File: src/rtl/keypad_pkg.sv
// Shared types and constants for the 4x4 keypad scanner: FSM state encoding,
// the row/column to hex-code map, and column-drive helpers.
package keypad_pkg;

  typedef enum logic [1:0] {
    SCAN,
    DEBOUNCE,
    HELD
  } scan_state_t;

  // Column 0 driven low, all others released.
  localparam logic [3:0] COL_INIT = 4'b1110;

  // Indexed by {row, col}; entry 15 (row 3, col 3) is listed first.
  localparam logic [15:0][3:0] KEYMAP = {
    4'hD, 4'hF, 4'h0, 4'hE,   // row 3
    4'hC, 4'h9, 4'h8, 4'h7,   // row 2
    4'hB, 4'h6, 4'h5, 4'h4,   // row 1
    4'hA, 4'h3, 4'h2, 4'h1    // row 0
  };

  function automatic logic [3:0] key_lookup(input logic [1:0] row, input logic [1:0] col);
    return KEYMAP[{row, col}];
  endfunction

  // Lowest-index active-low row wins when several are pressed together.
  function automatic logic [1:0] lowest_low_row(input logic [3:0] rows_n);
    if (!rows_n[0]) return 2'd0;
    else if (!rows_n[1]) return 2'd1;
    else if (!rows_n[2]) return 2'd2;
    else return 2'd3;
  endfunction

  // Active-low one-cold column drive for a column index.
  function automatic logic [3:0] col_drive(input logic [1:0] idx);
    return ~((~COL_INIT) << idx);
  endfunction

endpackage

File: src/rtl/debouncer.sv
// Level debouncer: s_out follows s_in only after s_in has differed from s_out
// for DEBOUNCE_DIVIDER consecutive cycles. Synchronous active-high reset
// forces s_out low.
module debouncer #(
  parameter logic [21:0] DEBOUNCE_DIVIDER = 22'd2_400_000
) (
  input  logic clk,
  input  logic reset,
  input  logic s_in,
  output logic s_out
);

  logic [21:0] cnt_q;
  logic        out_q;

  // Count cycles of disagreement; accept the new level once the count fills.
  always_ff @(posedge clk) begin
    if (reset) begin
      cnt_q <= '0;
      out_q <= 1'b0;
    end else if (s_in == out_q) begin
      cnt_q <= '0;
    end else if (cnt_q == DEBOUNCE_DIVIDER - 22'd1) begin
      cnt_q <= '0;
      out_q <= s_in;
    end else begin
      cnt_q <= cnt_q + 22'd1;
    end
  end

  assign s_out = out_q;

endmodule

File: src/rtl/keypad_scanner.sv
// 4x4 matrix keypad scanner. Rotates an active-low column drive, latches the
// first pressed row/column, restarts the debouncer for each candidate press,
// and emits a one-cycle key_valid with the hex code on a confirmed press.
// Optional feature macro: KEYPAD_REPEAT_EN enables auto-repeat while held.
module keypad_scanner
  import keypad_pkg::*;
#(
  parameter logic [15:0] SCAN_DIVIDER     = 16'd48_000,
  parameter logic [21:0] DEBOUNCE_DIVIDER = 22'd2_400_000,
  parameter logic [23:0] REPEAT_DIVIDER   = 24'd12_000_000
) (
  input  logic       clk,
  input  logic       reset,
  input  logic [3:0] rows,
  output logic [3:0] cols,
  output logic [3:0] key_code,
  output logic       key_valid,
  output logic       key_held
);

  localparam int unsigned        SCAN_W       = (SCAN_DIVIDER > 16'd1) ? $clog2(SCAN_DIVIDER) : 1;
  localparam logic [SCAN_W-1:0] SCAN_LAST    = SCAN_W'(SCAN_DIVIDER - 16'd1);
  localparam logic [22:0]       TIMEOUT_LAST = {DEBOUNCE_DIVIDER, 1'b0};

  logic [3:0]        rows_meta, rows_s;
  scan_state_t       state_q, state_d;
  logic [1:0]        col_q, col_d;
  logic [1:0]        row_q, row_d;
  logic [SCAN_W-1:0] scan_cnt_q, scan_cnt_d;
  logic [22:0]       timeout_q, timeout_d;
  logic [3:0]        key_code_q, key_code_d;
  logic              key_valid_q, key_valid_d;
  logic              deb_reset, deb_in, deb_out;

`ifdef KEYPAD_REPEAT_EN
  localparam logic [23:0] REPEAT_LAST = REPEAT_DIVIDER - 24'd1;
  logic [23:0] repeat_q, repeat_d;
`else
  // Parameter kept for interface compatibility; no repeat logic in this build.
  logic unused_repeat;
  assign unused_repeat = ^REPEAT_DIVIDER;
`endif

  // Two-flop synchronizer for the asynchronous, pulled-up row inputs.
  always_ff @(posedge clk) begin
    if (reset) begin
      rows_meta <= 4'hF;
      rows_s    <= 4'hF;
    end else begin
      rows_meta <= rows;
      rows_s    <= rows_meta;
    end
  end

  // The debouncer is held in reset while scanning so every candidate press
  // starts from a clean, released state.
  assign deb_reset = reset | (state_q == SCAN);
  assign deb_in    = ~rows_s[row_q];

  debouncer #(
    .DEBOUNCE_DIVIDER(DEBOUNCE_DIVIDER)
  ) u_debouncer (
    .clk  (clk),
    .reset(deb_reset),
    .s_in (deb_in),
    .s_out(deb_out)
  );

  // Next-state logic for the scan FSM and its counters.
  always_comb begin
    state_d     = state_q;
    col_d       = col_q;
    row_d       = row_q;
    scan_cnt_d  = scan_cnt_q;
    timeout_d   = timeout_q;
    key_code_d  = key_code_q;
    key_valid_d = 1'b0;
`ifdef KEYPAD_REPEAT_EN
    repeat_d    = repeat_q;
`endif
    unique case (state_q)
      SCAN: begin
        if (rows_s != 4'hF) begin
          // Freeze the column (col_q unchanged) and start qualifying the press.
          row_d     = lowest_low_row(rows_s);
          timeout_d = '0;
          state_d   = DEBOUNCE;
        end else if (scan_cnt_q == SCAN_LAST) begin
          scan_cnt_d = '0;
          col_d      = col_q + 2'd1;
        end else begin
          scan_cnt_d = scan_cnt_q + SCAN_W'(1);
        end
      end
      DEBOUNCE: begin
        if (deb_out) begin
          key_code_d  = key_lookup(row_q, col_q);
          key_valid_d = 1'b1;
          state_d     = HELD;
`ifdef KEYPAD_REPEAT_EN
          repeat_d    = '0;
`endif
        end else if (timeout_q == TIMEOUT_LAST) begin
          state_d = SCAN;
        end else begin
          timeout_d = timeout_q + 23'd1;
        end
      end
      HELD: begin
        if (!deb_out) begin
          state_d    = SCAN;
          col_d      = 2'd0;
          scan_cnt_d = '0;
        end
`ifdef KEYPAD_REPEAT_EN
        else if (repeat_q == REPEAT_LAST) begin
          key_valid_d = 1'b1;
          repeat_d    = '0;
        end else begin
          repeat_d = repeat_q + 24'd1;
        end
`endif
      end
      default: state_d = SCAN;
    endcase
  end

  // State and counter registers.
  always_ff @(posedge clk) begin
    if (reset) begin
      state_q     <= SCAN;
      col_q       <= 2'd0;
      row_q       <= 2'd0;
      scan_cnt_q  <= '0;
      timeout_q   <= '0;
      key_code_q  <= 4'h0;
      key_valid_q <= 1'b0;
`ifdef KEYPAD_REPEAT_EN
      repeat_q    <= '0;
`endif
    end else begin
      state_q     <= state_d;
      col_q       <= col_d;
      row_q       <= row_d;
      scan_cnt_q  <= scan_cnt_d;
      timeout_q   <= timeout_d;
      key_code_q  <= key_code_d;
      key_valid_q <= key_valid_d;
`ifdef KEYPAD_REPEAT_EN
      repeat_q    <= repeat_d;
`endif
    end
  end

  assign cols      = col_drive(col_q);
  assign key_code  = key_code_q;
  assign key_valid = key_valid_q;
  assign key_held  = (state_q == HELD);

endmodule

File: config.mk
export PLATFORM = sky130hd
export DESIGN_NAME = keypad_scanner
export DESIGN_NICKNAME = d
export VERILOG_FILES = /design/src/rtl/keypad_pkg.sv /design/src/rtl/debouncer.sv /design/src/rtl/keypad_scanner.sv
export SDC_FILE = /design/constraint.sdc
export NUM_CORES = 1
export LEC_CHECK = 0
export CAP_MARGIN = 20
export CORE_MARGIN = 2
export CORE_UTILIZATION = 54
export CTS_CLUSTER_DIAMETER = 80
export DETAILED_ROUTE_END_ITERATION = 6
export PLACE_DENSITY_LB_ADDON = 0.2
export SLEW_MARGIN = 20
export SYNTH_ARGS = -nofsm -noshare
export SYNTH_HDL_FRONTEND = slang
export SYNTH_SLANG_ARGS = --single-unit
File: constraint.sdc
create_clock -name clk -period 2.35 [get_ports clk]
set_input_delay 0.47 -clock clk [delete_from_list [all_inputs] [get_ports clk]]
set_output_delay 0.47 -clock clk [all_outputs]
set_load 0.02 [all_outputs]
==> flow_summary.json <==
{
  "crit_start": "col_q[1]$_SDFFE_PP0P_",
  "crit_path_max_fanout": 6,
  "die_y_um": 90.5,
  "netlist_area_um2": 4040,
  "routed_wl_um": 8120,
  "power.leakage_uw": 0.00171,
  "setup_tns_ns": 0,
  "async_flop_share_pct": 0,
  "worstPathArrival_ns": 1.73,
  "cp.depth": 4,
  "ir_drop_v": 0.000403,
  "power_density_nw_per_um2": 587,
  "wl_per_cell_um": 13.4,
  "cts_buffer_depth": 2,
  "setup_viol": 0,
  "max_stage_delay_ns": 0.60,
  "path_clk_slew_ns": 0.07,
  "grt_antenna_before_repair": 0,
  "cp_num_buf_inv": 3,
  "synth_ff_type": "dfxtp_1",
  "grt_start_max_net_pins": 23,
  "cts_root_buffer": "clkbuf_8",
  "area_growth_pct": 12.8,
  "dieArea_um2": 8190,
  "layout_common_cells": "80 x dfxtp_1, 59 x nor2_1, 40 x nand2_1",
  "ios": 16,
  "diodes": 0,
  "place_congestion": 0.876,
  "syn_area_per_cell_um2": 8.56,
  "r2r-start": "timeout_q[4]$_SDFFE_PP0P_",
  "numPortBuffers": 15,
  "fin_skew_ns": 0.0133,
  "hp-class": "reg -> reg",
  "final_antenna_net_count": 0,
  "path_delay_family": "buffers and inverters",
  "core_area_um2": 7250,
  "synth_edf_count": 0,
  "crit_slowest_cell": "clkdlybuf4s50_1",
  "synth_warnings": 0,
  "vias_per_cell": 5.69,
  "crit_top_cell": "inv_1",
  "end_kind": "output port",
  "fmax_mhz": 455,
  "placementRows": 31,
  "status": "finished clean",
  "timing.rr.end": "timeout_q[6]$_SDFFE_PP0P_",
  "htree_num_levels": 3,
  "syn_inst": 472,
  "initial_utilization_pct": 55.7,
  "rrSetupSlack_ns": 0.28,
  "globalRouteOverflowTotal": 0,
  "grt_pass1_wl_um": 14000,
  "drive_above_1_share_pct": 12.0,
  "rsz0062_at_grt": "no",
  "track_usage_pct": 20.6,
  "ys_types": 58,
  "dr.first_iter.drc_count": 147,
  "p_total_uw": 2670,
  "worstMarginPinSlew_ns": 0.688,
  "drc_errors": 0,
  "drv_slew": 0,
  "syn_nets": 488,
  "layout_commonest_cell": "dfxtp_1",
  "fin_crit_sh_pct": 93.5,
  "hold_violations": 0,
  "vias": 3451,
  "maxSlewHeadroom_pct": 53.7,
  "cts.sinks": 81,
  "period_needed_ns": 2.20,
  "cts_buffers": 9,
  "die-width_um": 90.5,
  "r2r_cells": 5,
  "grt_pass1_vias": 3179,
  "critPathCapture": "cols[1]",
  "drt-pass1-iter-count": 4,
  "crit_path_start_kind": "flip-flop",
  "maxCapViolations": 0,
  "hpwl_um": 5770,
  "worst_ep_required_time_ns": 1.88,
  "post-cts-setup-buffer-count": 0,
  "path_class": "reg -> out",
  "clock_latency_ns": 0.36,
  "path_cells": "inv_1 -> ha_1 -> inv_1 -> clkdlybuf4s50_1",
  "ys_seq_area_share_pct": 40.1,
  "finalNetCount": 518,
  "synth.ff_latch_count": 81,
  "cts_tree": "done"
}
==> registers in the layout, summed over array words and instances, names as in the netlist, 2 cells and up <==
name / flops
rows_meta: 4
col_q: 2
row_q: 2
timeout_q: 23
scan_cnt_q: 16
rows_s: 4
u_debouncer.cnt_q: 22
key_code: 4
state_q: 2
==> kinds of logic (layout without fill, tap and decap cells) <==
| kind of cell | after synthesis | after routing | synth area share (%) |
|---|---|---|---|
| DFF | 81 | 81 | 40.1 |
| adders and majority gates | 10 | 10 | 3.10 |
| muxes | 9 | 9 | 2.88 |
| buffers and inverters | 35 | 70 | 4.46 |
| xor gates and xnor gates | 29 | 29 | 6.29 |
| AOI/OAI and AO/OA | 74 | 74 | 12.9 |
| and+or+nand+nor | 234 | 234 | 30.3 |
==> worst min-delay path by stage <==
stage / slack [ns] / depth (start not counted) / from / end
floorplan: 0.39 / 1 / rows_meta[0]$_SDFF_PP1_ / rows_s[0]$_SDFF_PP1_
global placement: 0.39 / 1 / rows_meta[3]$_SDFF_PP1_ / rows_s[3]$_SDFF_PP1_
detailed placement: 0.40 / 1 / rows_meta[1]$_SDFF_PP1_ / rows_s[1]$_SDFF_PP1_
CTS: 0.42 / 1 / rows_meta[0]$_SDFF_PP1_ / rows_s[0]$_SDFF_PP1_
global route: 0.42 / 1 / rows_meta[3]$_SDFF_PP1_ / rows_s[3]$_SDFF_PP1_
finish: 0.41 / 1 / rows_meta[3]$_SDFF_PP1_ / rows_s[3]$_SDFF_PP1_
==> through the flow <==
step | cells | instance area, um^2 | utilization [%] | setup slack, ns | hold WS (ns)
floorplan | 472 | 4040 | - | 0.385 | 0.389
global placement | 590 | 4350 | 60.0 | 0.284 | 0.391
detailed placement | 590 | 4350 | 60.0 | 0.270 | 0.396
CTS | 606 | 4560 | 62.8 | 0.0283 | 0.416
global route | 606 | 4560 | 62.8 | 0.0723 | 0.422
finish | 606 | 4560 | 62.8 | 0.152 | 0.413
==> per-layer routing <==
layer / GRT usage [%] / share of wire, % / vias up
li1: - / - / 1765
met1: 27.6 / 49 / 1627
met2: 32.2 / 47 / 49
met3: 3.59 / 3.0 / 10
met4: 9.49 / 1.5 / 0
met5: 0 / 0 / -
==> Yosys cell counts (2+ instances only) <==
cell type / n / area share (%)
dfxtp_1: 81 / 40
nor2_1: 59 / 5.5
nand2_1: 40 / 3.7
nand3_1: 33 / 4.1
and3_1: 21 / 3.3
inv_1: 20 / 1.9
xor2_1: 19 / 4.1
nand4_1: 18 / 2.8
a21oi_1: 15 / 1.9
nor3_1: 14 / 1.7
a31oi_1: 11 / 1.7
or2_2: 11 / 1.7
ha_1: 10 / 3.1
xnor2_1: 10 / 2.2
nor4_1: 9 / 1.4
a211o_1: 8 / 1.7
a211oi_1: 8 / 1.5
mux2i_1: 6 / 1.5
clkbuf_1: 5 / 0.46
nand2b_1: 5 / 0.77
nor3b_1: 5 / 0.93
o21ai_0: 5 / 0.62
o31ai_1: 5 / 0.93
buf_6: 4 / 1.1
a211o_2: 3 / 0.74
a21o_1: 3 / 0.56
a41oi_1: 3 / 0.65
and4_1: 3 / 0.65
buf_2: 3 / 0.37
and2_1: 2 / 0.31
mux4_2: 2 / 1.1
nand4bb_1: 2 / 0.56
o211ai_1: 2 / 0.37
o22ai_1: 2 / 0.31
or3_1: 2 / 0.31
==> worst reg2reg max path, stage by stage (launching register included) <==
cell	delay, ns
dfxtp_1	0.36
or4_4	0.56
nor4_4	0.29
a211o_2	0.37
nor4_1	0.11
a211o_1	0.27
==> final cells by class <==
type | instances | area [um^2]
fill | 635 | 2700
multi-input combinational | 356 | 2240
sequential | 81 | 1620
timing repair buffer | 34 | 293
clock buffer | 10 | 138
tap | 99 | 124
inverter | 20 | 75.1
clock inverter | 6 | 66.3
==> power breakdown <==
part	internal, uW	switching, uW	leakage, uW
logic	90.4	124	0.000955
registers	1390	24.2	0.000656
clock network	521	519	0.0000949
total	2010	668	0.00171
==> timing repair <==
action / CTS / global route
resized for setup: 0 / 1
setup endpoints to repair: 0 / 1
hold buffers: 0 / 0
Power figures use the tool's default switching activity.
